**src/rtl/arbitro_memoria_relacoes.sv**
```systemverilog
// -----------------------------------------------------------------------------
// arbitro_memoria_relacoes
//
// Round-robin arbiter for the single read port of the external relations
// memory. Requesters (valid-neighbour locators plus the path builder) raise a
// level request with an address; one read is issued per cycle. A tag pipeline
// follows every issued read through the memory latency so the returned word
// is delivered to the requester that asked for it.
//
// Handshake: req_in[i] is a level request. The requester keeps req_in[i] and
// its address slice stable until it sees gnt_out[i] high for one cycle; in
// that cycle it either drops the request or keeps it high to ask again. A
// requester whose grant is currently visible is not eligible, so a lone
// continuous requester is served every second cycle. The response is a
// one-cycle rd_valid_out[i] pulse with rd_data_out, in issue order.
//
// Ports
//   clk               clock
//   rst_n             asynchronous active-low reset
//   limpar_in         synchronous flush: drops in-flight reads, resets priority
//   req_in            per-requester read request (level)
//   req_addr_in       per-requester address, slice i = [i*ADDR_WIDTH +: ADDR_WIDTH]
//   gnt_out           one-hot grant pulse (registered)
//   mem_rd_enable_out read enable to memory (registered)
//   mem_rd_addr_out   read address to memory (registered)
//   mem_rd_data_in    memory data, valid LATENCIA cycles after the enable
//   rd_valid_out      one-hot response-valid pulse (registered)
//   rd_data_out       response data shared by all requesters, holds when idle
//   ocupado_out       high while any read is in flight
// -----------------------------------------------------------------------------
module arbitro_memoria_relacoes #(
  parameter int NUM_REQ             = 4,
  parameter int ADDR_WIDTH          = 10,
  parameter int RELACOES_DATA_WIDTH = 112,
  parameter int LATENCIA            = 1
) (
  input  logic                            clk,
  input  logic                            rst_n,
  input  logic                            limpar_in,
  input  logic [NUM_REQ-1:0]              req_in,
  input  logic [NUM_REQ*ADDR_WIDTH-1:0]   req_addr_in,
  output logic [NUM_REQ-1:0]              gnt_out,
  output logic                            mem_rd_enable_out,
  output logic [ADDR_WIDTH-1:0]           mem_rd_addr_out,
  input  logic [RELACOES_DATA_WIDTH-1:0]  mem_rd_data_in,
  output logic [NUM_REQ-1:0]              rd_valid_out,
  output logic [RELACOES_DATA_WIDTH-1:0]  rd_data_out,
  output logic                            ocupado_out
);

  localparam int PW = (NUM_REQ > 1) ? $clog2(NUM_REQ) : 1;
  localparam logic [PW-1:0] PTR_RESET = PW'(NUM_REQ - 1);

  // Priority pointer: index of the last requester granted. The search for
  // the next winner starts one position after it.
  logic [PW-1:0] ptr;

  logic [NUM_REQ-1:0]    elig;
  logic                  win_found;
  logic [PW-1:0]         win_idx;
  logic [PW-1:0]         cand;
  logic [NUM_REQ-1:0]    win_onehot;
  logic [ADDR_WIDTH-1:0] win_addr;

  // Tag pipeline: stage i holds {valid, one-hot id} of the read issued
  // i+1 cycles before the enable that is currently visible.
  logic [LATENCIA-1:0] pipe_valid;
  logic [NUM_REQ-1:0]  pipe_id [LATENCIA];

  // A requester whose grant is visible this cycle is masked so a held
  // request is not served twice back-to-back.
  assign elig = req_in & ~gnt_out;

  always_comb begin
    win_found = 1'b0;
    win_idx   = '0;
    cand      = '0;
    for (int k = 1; k <= NUM_REQ; k++) begin
      cand = PW'((int'(ptr) + k) % NUM_REQ);
      if (!win_found && elig[cand]) begin
        win_found = 1'b1;
        win_idx   = cand;
      end
    end
  end

  always_comb begin
    win_onehot = '0;
    win_addr   = '0;
    for (int i = 0; i < NUM_REQ; i++) begin
      if (win_idx == PW'(i)) begin
        win_onehot[i] = win_found;
        win_addr      = req_addr_in[i*ADDR_WIDTH +: ADDR_WIDTH];
      end
    end
  end

  always_ff @(posedge clk or negedge rst_n) begin
    if (!rst_n) begin
      ptr               <= PTR_RESET;
      gnt_out           <= '0;
      mem_rd_enable_out <= 1'b0;
      mem_rd_addr_out   <= '0;
      rd_valid_out      <= '0;
      rd_data_out       <= '0;
      pipe_valid        <= '0;
      for (int i = 0; i < LATENCIA; i++) begin
        pipe_id[i] <= '0;
      end
    end else if (limpar_in) begin
      // Flush wins over everything: in-flight reads are forgotten and
      // requests presented in this cycle are ignored.
      ptr               <= PTR_RESET;
      gnt_out           <= '0;
      mem_rd_enable_out <= 1'b0;
      rd_valid_out      <= '0;
      pipe_valid        <= '0;
      for (int i = 0; i < LATENCIA; i++) begin
        pipe_id[i] <= '0;
      end
    end else begin
      // Issue stage
      gnt_out           <= win_onehot;
      mem_rd_enable_out <= win_found;
      if (win_found) begin
        mem_rd_addr_out <= win_addr;
        ptr             <= win_idx;
      end

      // Tag pipeline tracks the memory latency
      pipe_valid[0] <= mem_rd_enable_out;
      pipe_id[0]    <= gnt_out;
      for (int i = 1; i < LATENCIA; i++) begin
        pipe_valid[i] <= pipe_valid[i-1];
        pipe_id[i]    <= pipe_id[i-1];
      end

      // Response stage: data is sampled in the cycle the last stage is valid
      if (pipe_valid[LATENCIA-1]) begin
        rd_valid_out <= pipe_id[LATENCIA-1];
        rd_data_out  <= mem_rd_data_in;
      end else begin
        rd_valid_out <= '0;
      end
    end
  end

  assign ocupado_out = (|pipe_valid) | mem_rd_enable_out;

endmodule
```
**config.mk**
```make
export PLATFORM = sky130hd
export DESIGN_NAME = arbitro_memoria_relacoes
export DESIGN_NICKNAME = d
export VERILOG_FILES = /design/src/rtl/arbitro_memoria_relacoes.sv
export SDC_FILE = /design/constraint.sdc
export NUM_CORES = 1
export LEC_CHECK = 0
export ABC_AREA = 1
export CORE_MARGIN = 3
export CORE_UTILIZATION = 40
export DETAILED_ROUTE_END_ITERATION = 8
export PLACE_DENSITY_LB_ADDON = 0.08
export SYNTH_ARGS = -nofsm -noshare
export SYNTH_HDL_FRONTEND = slang
export SYNTH_SLANG_ARGS = --single-unit
```
**constraint.sdc**
```tcl
create_clock -name clk -period 5.05 [get_ports clk]
set_input_delay 1.2625 -clock clk [delete_from_list [all_inputs] [get_ports clk]]
set_output_delay 1.2625 -clock clk [all_outputs]
set_load 0.02 [all_outputs]
```
---- Word-level counts from Yosys, hierarchy flattened ----
Index checks and enable logic that the tools add are counted.
storage, ports and cells
  register bits ........................... 138
  input bits .............................. 159
  output and inout bits ................... 132
  logic and storage cells ................. 65
operators by class
  add/sub/neg operators ................... 4
  order comparisons ....................... 4
  equal/unequal tests ..................... 3
  multiplexer cells ....................... 32
  bitwise gates (word level) .............. 4
  reduce and logical (&&, ||, !) cells .... 10
operators by type and width
  kind                 count
  $mux 10              4
  $mux 4               4
  $mux 1               14
  $lt 2x3->1 const B   4
  $mux 2               6
  $bmux 1 s2           4
  $add 2x1->2 const B  2
  $add 2x2->2 const B  2
  $and 4x4->4          1
  $eq 2x2->1 const B   2
  $not 4->4            1
  $reduce_and 2->1     2
  $logic_and 1x1->1    3
  $logic_not 1->1      3
  $eq 2x1->1 const B   1
  $logic_not 2->1      1
  $reduce_bool 2->1    1
  $not 1->1            1
  $or 1x1->1           1

---- Depth between registers and ports, before layout ----
  depth after elaboration ................. 19
  gate-level depth with buffers ........... 16
  gate-level depth less buffers ........... 14

---- Worst setup path before layout ----
OpenSTA, ideal clock, no wires.
  path kind ............................... input to register
  from .................................... input port req_in[0]
  to ...................................... register mem_rd_addr_out[8]
  setup time .............................. 0.117 ns
  arrival ................................. 2.338 ns
  required time ........................... 4.933 ns
  slack ................................... 2.594 ns
  stages .................................. 14
  buffers on the path ..................... 1
  path through ............................ nand3_1 > nand2_1 > nand2_1 > nand2_2 > nand3_2 > nand2_1 > nand2_1 > nand2_2 > inv_2 > buf_6 > nand2_2 > nand2_2 > nand3_1 > nand2_1
on the way
  cells in the longest elaborated chain, start to end .. 18
  elaborated cells between the ends (all ways) .. 32
  those cells by class .................... eq/ne: 3; mux: 20; bitwise: 1; reduce/logical: 8
RTL lines
  item                          RTL line  text
  start: declaration            40        input logic [NUM_REQ-1:0] req_in,
  $and 4x4->4 *                 72        assign elig = req_in & ~gnt_out;
  $bmux 1 s2                    80        if (!win_found && elig[cand]) begin
  $mux 1 (implied by the code)  80
  $mux 1                        80
  $logic_not 1->1               80
  $logic_and 1x1->1             80
  $mux 1                        80
  $logic_not 1->1               80
  $logic_and 1x1->1             80
  $mux 1                        80
  $logic_not 1->1               80
  $logic_and 1x1->1             80
  $mux 2                        80
  $logic_not 2->1               91        if (win_idx == PW'(i)) begin
  $mux 10 (4 in series)         91
  end signal: assignment        126       mem_rd_addr_out <= win_addr;
  end: declaration              44        output logic [ADDR_WIDTH-1:0] mem_rd_addr_out,
Every way passes the cells marked *; elsewhere a longest branch is shown, timed or not. The select of a mux whose other input is x is not followed.
A chain may end at the register's enable or synchronous reset.

---- Final worst setup path ----
  from .................................... input port limpar_in
  to ...................................... register rd_data_out[5]
on the way
  cells in the longest elaborated chain, start to end .. 2
RTL lines
  item                               RTL line  text
  start: declaration                 39        input logic limpar_in,
  $not 1->1 (no source line)         n/a
  $reduce_and 2->1 (no source line)  n/a
  end signal: assignment             141       rd_data_out <= mem_rd_data_in;
  end: declaration                   47        output logic [RELACOES_DATA_WIDTH-1:0] rd_data_out,
No other way between the ends.

==> implementation parameters <==
Parameter                              Value

Cells and area
  Fraction of layout cells with a size suffix above 1 ... ~22%
  Final standard cell area without fillers ... 9467 um^2
  Count of antenna diodes in the layout ... 0
  Synthesis-to-finish area growth ... 61.77%
  Nets ... around 940
  Count of fill cells added during filler insertion ... 1098

STA
  Unrepaired setup endpoints after global routing ... no
  Final sum of negative setup slack ... 0 ns
  Setup skew after layout ... 0.004224 ns
  # setup viols final ... 0
  Final critical-path share of the clock period ... 67.92%
  Final critical delay including setup and external delays ... around 3.4 ns
  Actual slew at the worst max-slew pin ... 0.9578 ns
  Slew Limit Fails ... 0
  Remaining max-slew budget at the tightest pin ... a little over a third
  Hold Violations, Final ... 0
  Worst hold margin ... 0.4774 ns
  Achievable frequency ... 291.5 MHz

Detailed routing
  Number of remaining DRC errors ... 0
  Uppermost routed layer ... met4
  DRT met1 WL ... 6.154 mm
  Remaining antenna violation count ... 0
  Via count ... 4632
  Pre-Repair DR Iteration Count ... 4
  Detailed route wirelength on metal3 ... 1.442 mm
  Average wire per cell in the routed design ... 17.49 um
  Post-Route WL ... 16.93 mm
  Vias/cell ... 4.785
  Met2 Wirelength ... 8.998 mm
  Number of DRC violations after detailed-routing iteration 0 ... 129

Synthesis
  Distinct cell type count of the synthesized netlist ... 30
  Synthesized netlist net count ... 642
  Compound-Gate Fraction of Synth Area ... 1.261%
  Synthesis-stage register bit count ... about 140
  Number of enable-type register cells in the synthesized netlist ... 0
  Ranking of synthesized cells by area ... dfrtp_1, mux2_2, nand2_1
  Synth Warn # ... 0
  Most frequently used flop master after synthesis ... dfrtp_1
  Fraction of synthesized area in multiplexers ... 21.55%
  Sequential share of the synthesized area ... 59.05%
  Post-synthesis instance total ... 483
  Synth area leader ... dfrtp_1
  Share of async-settable or async-resettable flops after synthesis ... 100.0%
  Synth Cell Area ... approximately 5900 um^2
  Count leader, synth ... dfrtp_1
  Top cell type's share of synthesized area ... between 50% and 60%
  Dominant combinational cell family by area after synthesis ... multiplexers
  Post-synth top cells ... dfrtp_1, mux2_2, nand2_1, nand3_1, inv_1
  Synthesized area per cell ... 12.12 um^2
  Fraction of the mapped netlist area in simple logic gates ... 13.64%
  Xor-xnor portion of the synthesized cell area ... 0%
  Adder-Cell Fraction of Synth Area ... 0%

Floorplan
  Effective utilization at floorplan ... approximately two fifths
  Die outline area ... 16120 um^2
  Number of placement rows ... 43
  CORE AREA ... roughly 14000 um^2
  Die width ... 127.0 um
  Die height ... 127.0 um
  I/O pins ... between 200 and 300

Power and ir drop
  Leakage power figure ... 0.004164 uW
  Total Power ... 6245 uW
  Power density over the cells ... 659.7 nW/um^2
  Highest ir drop seen on vdd ... about 0.56 mV

Global route
  Overall fraction of global-route tracks in use ... 21.09%
  Overall overflow remaining after global route ... 0
  Pin count of the biggest net entering global routing ... 109
  Global-route wire length before repair ... 26.25 mm
  Via count of the first global-routing pass ... a little under 5000
  Antenna violations before repair ... 0

Clock network
  TritonCTS Buffers ... 17
  Number of setup buffers added after CTS ... 0
  Number of hold buffers added after CTS ... 0
  Maximum number of buffers from clock root to sink ... 2
  Total number of clock tree sinks ... approximately 140
  TritonCTS clock tree ... yes
  Register clock-pin slew on the reported worst setup and hold paths ... 0.05 ns
  Clk_lat worst skew ... 0.41 ns
  H-Tree Level Count ... 4
  Resize count post-CTS ... 0
  CTS root buf ... clkbuf_16

Run status
  Result of the run ... finished, final reports clean

Worst setup path
  Launching element type of the critical path ... primary input
  Arrival @ worst endpoint ... 3.72 ns
  Critical path endpoint category ... register
  CP Max Fanout ... 52
  Worst setup path category ... primary input to register
  CP required ... 5.34 ns

Place
  Quantity of I/O buffers inserted on ports ... 290
  Post-detailed-placement cell area ... 8891 um^2
  Final HPWL DP ... 13.13 mm
  Final GP Congestion ... 0.8743

Job
  Max-Cap Viols ... 0

Worst hold path
  Hold/Removal Path Class ... register to register
through the flow:
step	setup WS, ns	utilization (%)	std cells
floorplan	2.594	-	483
detailed placement	1.159	63.07	937
global route	1.470	67.16	968
CTS	1.593	67.16	968
finish	1.620	67.16	968
global placement	1.234	63.07	937
worst paths after layout:
check,startpoint,endpoint,slack [ns],cells after the start
setup reg to reg,ptr[0],mem_rd_addr_out[2],2.45,12
max in group asynchronous,rst_n,rd_data_out[90],3.04,2
hold reg to reg,pipe_id[1],rd_valid_out[1],0.48,2
hold / removal,pipe_id[1],rd_valid_out[1],0.48,2
min in group asynchronous,rst_n,rd_data_out[58],0.95,1
setup / recovery,limpar_in,rd_data_out[5],1.62,5
per-layer routing:
metal,GRT usage (%),vias to the layer above
met5,0,-
met4,7.382,0
met3,7.284,23
met2,37.95,189
met1,23.06,2230
li1,-,2190
critical path, stage by stage:
cell and delay (ns):
clkdlybuf4s50_1 0.77, inv_1 0.26, nand2_4 0.57, buf_4 0.46
mux2_2 0.38
cells by family (layout without fill, tap and decap cells):
family / after synthesis / in the layout
AOI/OAI and AO/OA: 12 / 12
buffers and inverters: 54 / 359
DFF: 138 / 138
muxes: 112 / 112
and+or+nand+nor: 167 / 167
registers in the layout, indices dropped and copies added, names as in the netlist:
register           count
pipe_valid             1
mem_rd_addr_out       10
pipe_id                4
mem_rd_enable_out      1
ptr                    2
rd_data_out          112
rd_valid_out           4
gnt_out                4
report_power, final:
| part | total [uW] | internal, uW | leakage, uW | switching, uW |
|---|---|---|---|---|
| combinational | 3150 | 1500 | 0.00222 | 1660 |
| clock | 1210 | 779 | 0.000290 | 430 |
| sequential | 1880 | 1610 | 0.00165 | 268 |
| total | 6240 | 3890 | 0.00416 | 2360 |
area by class of cell:
class	instances	area [um^2]	area share (%)
tap	180	225.2	2.379
inverter	34	135.1	1.427
sequential	138	3456	36.51
timing repair buffer	294	2934	30.99
multi-input combinational	291	2141	22.61
clock buffer	21	450.4	4.758
clock inverter	10	125.1	1.322
cell usage in the layout (no fill, tap or decap), drive strengths merged:
cell           Yosys  final
nand2             85     85
o21bai             2      2
nor4               1      1
a22oi              2      2
clkbuf             5     21
mux2             112    112
dfstp              2      2
dfrtp            136    136
nor3               2      2
nand4              7      7
a21oi              3      3
o21ai              5      5
nand3b             1      1
nand3             42     42
buf               15      5
clkinv             3     10
clkdlybuf4s50      0    289
bufinv             0      3
nor2              24     24
inv               31     31
or2                5      5
Power figures use the tool's default switching activity.
